<file path="config.mk">
export PLATFORM = sky130hd
export DESIGN_NAME = lora_frame_tx
export DESIGN_NICKNAME = d
export VERILOG_FILES = /design/src/rtl/lora_frame_tx.sv
export SDC_FILE = /design/constraint.sdc
export NUM_CORES = 1
export LEC_CHECK = 0
export ABC_AREA = 1
export ABC_CLOCK_PERIOD_IN_PS = 4450
export CORE_ASPECT_RATIO = 0.8
export CORE_UTILIZATION = 40
export CTS_CLUSTER_SIZE = 10
export DETAILED_ROUTE_END_ITERATION = 16
export GPL_TIMING_DRIVEN = 0
export PLACE_DENSITY = 0.67
export SETUP_SLACK_MARGIN = 0.15
export SLEW_MARGIN = 20
export SYNTH_ARGS = -nofsm -noshare
export SYNTH_HDL_FRONTEND = slang
export SYNTH_SLANG_ARGS = --single-unit
</file>
<file path="constraint.sdc">
create_clock -name clk -period 4.45 [get_ports clk]
set_input_delay 0.89 -clock clk [delete_from_list [all_inputs] [get_ports clk]]
set_output_delay 0.89 -clock clk [all_outputs]
set_load 0.03 [all_outputs]
</file>
<file path="src/rtl/lora_frame_tx.sv">
// rtl/lora_frame_tx.sv - framed, sequence-numbered, checksummed LoRa UART transmitter
module lora_frame_tx #(
    parameter int          CLK_FREQ  = 50_000_000,
    parameter int          BAUD      = 9600,
    parameter int          N_FIELDS  = 4,
    parameter int          PERIOD_MS = 1000,
    parameter logic [7:0]  HDR       = 8'hA5,
    parameter int          GAP_BITS  = 10
) (
    input  logic                    clk,
    input  logic                    rst,
    input  logic                    enable,
    input  logic [8*N_FIELDS-1:0]   payload,
    input  logic                    must_tx,
    input  logic                    rx_tick,
    output logic                    lora_tx,
    output logic                    busy,
    output logic                    lora_tx_tick,
    output logic [7:0]              frame_cnt
);

    localparam int          BIT_CYC  = CLK_FREQ / BAUD;
    localparam logic [31:0] BIT_END  = 32'(BIT_CYC - 1);
    localparam logic [31:0] GAP_END  = 32'(GAP_BITS * BIT_CYC - 1);
    localparam bit          HB_ON    = (PERIOD_MS != 0);
    localparam logic [31:0] HB_MAX   = HB_ON ? 32'(PERIOD_MS * (CLK_FREQ / 1000) - 1) : 32'd0;
    // Byte list is HDR, SEQ, payload bytes, CHK; this is the index of CHK.
    localparam logic [4:0]  LAST_IDX = 5'(N_FIELDS + 2);

    typedef enum logic [2:0] {
        S_IDLE,
        S_LOAD,
        S_START,
        S_DATA,
        S_STOP,
        S_GAP
    } state_t;

    state_t                  state_q;
    state_t                  state_d;
    logic [31:0]             cnt;
    logic [2:0]              bit_idx;
    logic [4:0]              byte_idx;
    logic [7:0]              seq;
    logic [7:0]              chk;
    logic [8*N_FIELDS-1:0]   snapshot;
    logic                    pending;
    logic [31:0]             hb_cnt;
    logic                    ms_s1;
    logic                    ms_s2;
    logic                    ms_d;
    logic [7:0]              cur_byte;
    logic [7:0]              payload_xor;

    logic bit_done;
    logic gap_done;
    logic must_edge;
    logic change;
    logic hb_expire;
    logic trigger;

    assign bit_done  = (cnt == BIT_END);
    assign gap_done  = (cnt == GAP_END);
    assign must_edge = ms_s2 & ~ms_d;
    // Change detect only while idle: a mid-frame change that reverts before the gap ends is ignored.
    assign change    = (state_q == S_IDLE) && (payload != snapshot);
    assign hb_expire = HB_ON && enable && (state_q == S_IDLE) && (hb_cnt == HB_MAX);
    assign trigger   = must_edge | rx_tick | change | hb_expire;
    assign busy      = (state_q != S_IDLE);

    // Select the byte currently being serialised from the frame byte list.
    always_comb begin
        cur_byte = HDR;
        if (byte_idx == 5'd1) begin
            cur_byte = seq;
        end else if (byte_idx == LAST_IDX) begin
            cur_byte = chk;
        end else begin
            for (int k = 0; k < N_FIELDS; k++) begin
                if (byte_idx == 5'(k + 2)) begin
                    cur_byte = snapshot[8*k +: 8];
                end
            end
        end
    end

    // XOR of all payload bytes, folded with SEQ into CHK at LOAD.
    always_comb begin
        payload_xor = 8'h00;
        for (int k = 0; k < N_FIELDS; k++) begin
            payload_xor = payload_xor ^ payload[8*k +: 8];
        end
    end

    // State register.
    always_ff @(posedge clk or negedge rst) begin
        if (!rst) begin
            state_q <= S_IDLE;
        end else begin
            state_q <= state_d;
        end
    end

    // Next-state decode and serial line drive.
    always_comb begin
        state_d = state_q;
        lora_tx = 1'b1;
        case (state_q)
            S_IDLE:  if (pending && enable) state_d = S_LOAD;
            S_LOAD:  state_d = S_START;
            S_START: begin
                lora_tx = 1'b0;
                if (bit_done) state_d = S_DATA;
            end
            S_DATA: begin
                lora_tx = cur_byte[bit_idx];
                if (bit_done && (bit_idx == 3'd7)) state_d = S_STOP;
            end
            S_STOP:  if (bit_done) state_d = (byte_idx == LAST_IDX) ? S_GAP : S_START;
            S_GAP:   if (gap_done) state_d = S_IDLE;
            default: state_d = S_IDLE;
        endcase
    end

    // Synchronise the asynchronous forced-send request before edge detection.
    always_ff @(posedge clk or negedge rst) begin
        if (!rst) begin
            ms_s1 <= 1'b0;
            ms_s2 <= 1'b0;
            ms_d  <= 1'b0;
        end else begin
            ms_s1 <= must_tx;
            ms_s2 <= ms_s1;
            ms_d  <= ms_s2;
        end
    end

    // Bit/gap timing plus bit and byte position within the frame.
    always_ff @(posedge clk or negedge rst) begin
        if (!rst) begin
            cnt      <= 32'd0;
            bit_idx  <= 3'd0;
            byte_idx <= 5'd0;
        end else begin
            if ((state_d != state_q) || (state_q == S_DATA && bit_done) ||
                (state_q == S_IDLE) || (state_q == S_LOAD)) begin
                cnt <= 32'd0;
            end else begin
                cnt <= cnt + 32'd1;
            end
            if (state_q == S_LOAD || state_q == S_START) begin
                bit_idx <= 3'd0;
            end else if (state_q == S_DATA && bit_done) begin
                bit_idx <= bit_idx + 3'd1;
            end
            if (state_q == S_LOAD) begin
                byte_idx <= 5'd0;
            end else if (state_q == S_STOP && bit_done) begin
                byte_idx <= byte_idx + 5'd1;
            end
        end
    end

    // Frame bookkeeping: snapshot and checksum at LOAD, sequence and counters at gap exit.
    always_ff @(posedge clk or negedge rst) begin
        if (!rst) begin
            snapshot     <= '0;
            chk          <= 8'h00;
            seq          <= 8'h00;
            frame_cnt    <= 8'h00;
            lora_tx_tick <= 1'b0;
        end else begin
            lora_tx_tick <= 1'b0;
            if (state_q == S_LOAD) begin
                snapshot <= payload;
                chk      <= seq ^ payload_xor;
            end
            if (state_q == S_GAP && gap_done) begin
                lora_tx_tick <= 1'b1;
                frame_cnt    <= frame_cnt + 8'd1;
                seq          <= seq + 8'd1;
            end
        end
    end

    // Coalesce triggers into one pending bit; a trigger during LOAD re-arms it.
    always_ff @(posedge clk or negedge rst) begin
        if (!rst) begin
            pending <= 1'b0;
        end else begin
            pending <= ((state_q == S_LOAD) ? 1'b0 : pending) | trigger;
        end
    end

    // Heartbeat counter runs only while idle and enabled, restarting at each LOAD.
    always_ff @(posedge clk or negedge rst) begin
        if (!rst) begin
            hb_cnt <= 32'd0;
        end else if (!enable || state_q == S_LOAD) begin
            hb_cnt <= 32'd0;
        end else if (state_q == S_IDLE) begin
            hb_cnt <= (hb_cnt == HB_MAX) ? 32'd0 : hb_cnt + 32'd1;
        end
    end

endmodule
</file>
==> summary.txt <==
Status
  – Status: finished, final reports clean

Floorplan
  – # rows: 46
  – Initial Util: 41.2%
  – Core Area: 20000 sq um
  – DIE AREA: 21200 sq um
  – Die Height: 130 um
  – IO Pins: 48
  – Chip Width: 163 um

Global route
  – Vias in the first global route: 6910
  – Initial antenna violation count: 0
  – Gr usage total: 21.0%
  – Total grt overflow: 0
  – Largest net degree at the start of global routing: 83
  – First-pass GRT wire length: 34700 um

Timing
  – Final hold violation count: 0
  – Tightest Pin Transition: 0.656 ns
  – Period utilisation layout: 84.9%
  – Final setup viols: 0
  – Pins Over Slew Limit: 0
  – Fin Clk Skew: 0.0103 ns
  – Min Tclk post-route: 3.78 ns
  – Slew headroom: 56.0%
  – RSZ-0062 raised after global routing: no
  – Setup ws final: 0.674 ns
  – Fmax: 0.265 GHz

Worst setup path
  – CP startpoint kind: flop
  – Reg2reg end: hb_cnt[19]
  – Delay of the slowest cell on the worst path: 0.41 ns
  – Cell repeated most along the worst path: nand2_1
  – Req. time, crit path: 3.56 ns
  – Setup CP Type: reg2out
  – Crit path DAT: 2.89 ns
  – Max FO, Critical Path: 9
  – Critical R2R Launch: hb_cnt[0]
  – Slowest CP cell: dfrtp_1
  – CP Launch Point: byte_idx[0]
  – CP Capture Type: output port
  – Crit-path cells: ha_1 > nand2_1 > clkinvlp_4 > nand2_1 > nand2_1 > nand2_1 > nand2_1 > nand2_1 > nand2_1 > nand2_1 > nand2_1 > nor2_1 > nor2_1 > nand2_1 > nand3_1 > nand2_1 > dlymetal6s2s_1
  – Worst r2r path cells: 11
  – R2R Setup Slk: 1.94 ns

Clocking
  – CTS HTree Levels: 4
  – Worst skew pair latency: 0.43 ns
  – CTS tree: done
  – Total CTS buffers: 17
  – Clock buffer depth: 2
  – Num Clock Sinks: 136
  – Clock transition at path regs: 0.06 ns
  – CTS root buf: clkbuf_16
  – Post-CTS Setup Inserts: 0

Placement
  – DP HPWL: 15600 um
  – Placed cell area: 9080 sq um
  – Setup slack at placement: 0.389 ns
  – GP Congestion: 0.890
  – I/O Buffers: 47

Yosys
  – Synth Warn #: 0
  – Async SR Flop Fraction: 100%
  – Most used DFF post-synth: dfrtp_1
  – Mapped Nets: 1128
  – Area leader, netlist: dfrtp_1
  – EDFF count, synth: 0
  – FF+latch count, synth: 136
  – Post-synthesis cell type count: 44
  – Top cell type's share of synthesized area: 41.3%
  – Post-Synthesis Cell Area: 8250 sq um
  – Average cell area after synthesis: 7.63 sq um
  – Seq/Total Area, Yosys: 41.3%
  – Synth area leaders: dfrtp_1, nand2_1, inv_1
  – Syn Inst Count: 1081

Detailed routing
  – Top routing layer used: met4
  – DR vias/cell: 5.08
  – Routed WL per cell: 14.7 um
  – Final ANT Viol Nets: 0
  – Met3 Wirelength: 1200 um
  – DR DRC count: 0
  – Met2 wire len: 8990 um
  – WL met1: 10400 um
  – Drt initial violations: 638
  – Via count: 7237
  – Wirelength, routed: 20900 um
  – Drt first pass iters: 5

Min path
  – WHS Path Cells: 0
  – Hold EP: ms_s2
  – Worst hold path type: reg2reg
  – Worst hold start: ms_s1

Power
  – Leak Pwr: 4.34 nW
  – Worst vdd ir: 0.225 mV
  – Cell Pwr Density: 300 nW/um^2

Cells and area
  – Filler cells: 1962
  – Nets: 1195
  – Fin area: 9690 sq um
  – Area added between synthesis and finish: 17.5%
  – Ant diodes: 0
  – Share of cells above drive strength 1: 9.47%

Run
  – MaxCap Viol Count: 0
[Yosys cell counts (2+ instances only)]
cell type,count
o21ai_1,2
nor3_2,2
nor2_4,3
ha_1,10
nor3b_1,2
nor2_2,36
nor4_1,13
o21a_1,2
inv_1,143
or2_2,7
nand2_1,257
o2111ai_1,3
nor3_1,37
xnor2_1,46
a21oi_1,15
buf_6,3
clkbuf_1,13
xor2_1,58
buf_2,5
o21ai_0,64
dfrtp_1,136
inv_2,7
nor3_4,2
nand3_2,2
o21bai_1,2
clkinv_1,2
nand4_1,40
nand2_2,2
nor2_1,86
o22ai_1,4
nand3_1,64
[state kept, by name, indices dropped and copies added, names as in the netlist]
signal / count
hb_cnt: 32
ms_d: 1
seq: 8
pending: 1
frame_cnt: 8
ms_s2: 1
lora_tx_tick: 1
ms_s1: 1
snapshot: 32
bit_idx: 3
cnt: 32
state_q: 3
byte_idx: 5
chk: 8
[worst max-delay path, delay by kind of cell (launching register included)]
| kind | cells | cell delay (ns) |
|---|---|---|
| simple gates | 14 | 1.26 |
| buf+inv | 2 | 0.56 |
| flops | 1 | 0.41 |
| fa+ha+maj | 1 | 0.24 |
[report_power, final]
group,switching (mW),internal (mW),total [mW]
Sequential,0.0251,1.27,1.29
Clock,0.581,0.849,1.43
Combinational,0.103,0.0790,0.182
Total,0.709,2.20,2.90
[layout make-up]
class / instances / area [sq um] / share of cell area, %
Timing Repair Buffer: 48 / 505 / 5.22
Clock inverter: 12 / 140 / 1.45
Sequential cell: 136 / 3400 / 35.1
Tap cell: 264 / 330 / 3.41
Inverter: 152 / 574 / 5.93
Multi-Input combinational cell: 771 / 4170 / 43.1
Buffer: 22 / 116 / 1.20
Clock buffer: 20 / 447 / 4.61
[layout by cell type (no fill, tap or decap), types with 40 or more instances in the layout]
master           instances
inv_1                  143
nand3_1                 64
clkdlybuf4s50_1         45
dfrtp_1                136
o21ai_0                 64
nand4_1                 40
nand2_1                256
xnor2_1                 46
xor2_1                  58
nor2_1                  84
[cell families (layout without fill, tap and decap cells)]
group                      Yosys count  after routing  share of synthesized area (%)
xor gates and xnor gates           104            104                           11.0
and+or+nand+nor                    557            557                           31.2
AOI/OAI and AO/OA                  100            100                           6.72
buffers and inverters              174            254                           8.31
DFF                                136            136                           41.3
adders and majority gates           10             10                           1.52
[what timing repair did]
| action | 4_1_cts | 5_1_grt |
|---|---|---|
| resized for setup | 2 | 6 |
| endpoints found under the setup margin | 1 | 1 |
| hold buffers | 0 | 0 |
| endpoints found under the hold margin | 0 | 0 |
[per-stage QoR]
step / total power, mW / std cells / TNS (ns) / hold slack, ns / utilization [%]
final: 2.90 / 1425 / 0 / 0.354 / 48.4
after CTS: 2.94 / 1425 / 0 / 0.354 / 48.3
after detailed placement: 1.50 / 1393 / 0 / 0.339 / 45.3
after global placement: 1.49 / 1392 / -434.49 / 0.332 / 45.2
after floorplan: 1.39 / 1081 / 0 / 0.331 / -
after global routing: 3.00 / 1425 / 0 / 0.355 / 48.4
[worst max-delay path by stage]
stage                     endpoint  slack, ns
after global routing       lora_tx       0.44
after CTS                  lora_tx       0.21
after floorplan            lora_tx       1.54
final                      lora_tx       0.67
after detailed placement   lora_tx       0.39
after global placement      seq[1]      -3.21
[layer usage]
metal,GRT usage (%),vias to the layer above
met4,5.83,0
met2,32.3,196
met5,0,-
li1,-,3603
met3,3.63,25
met1,30.3,3413
(Power assumes the default switching activity.)
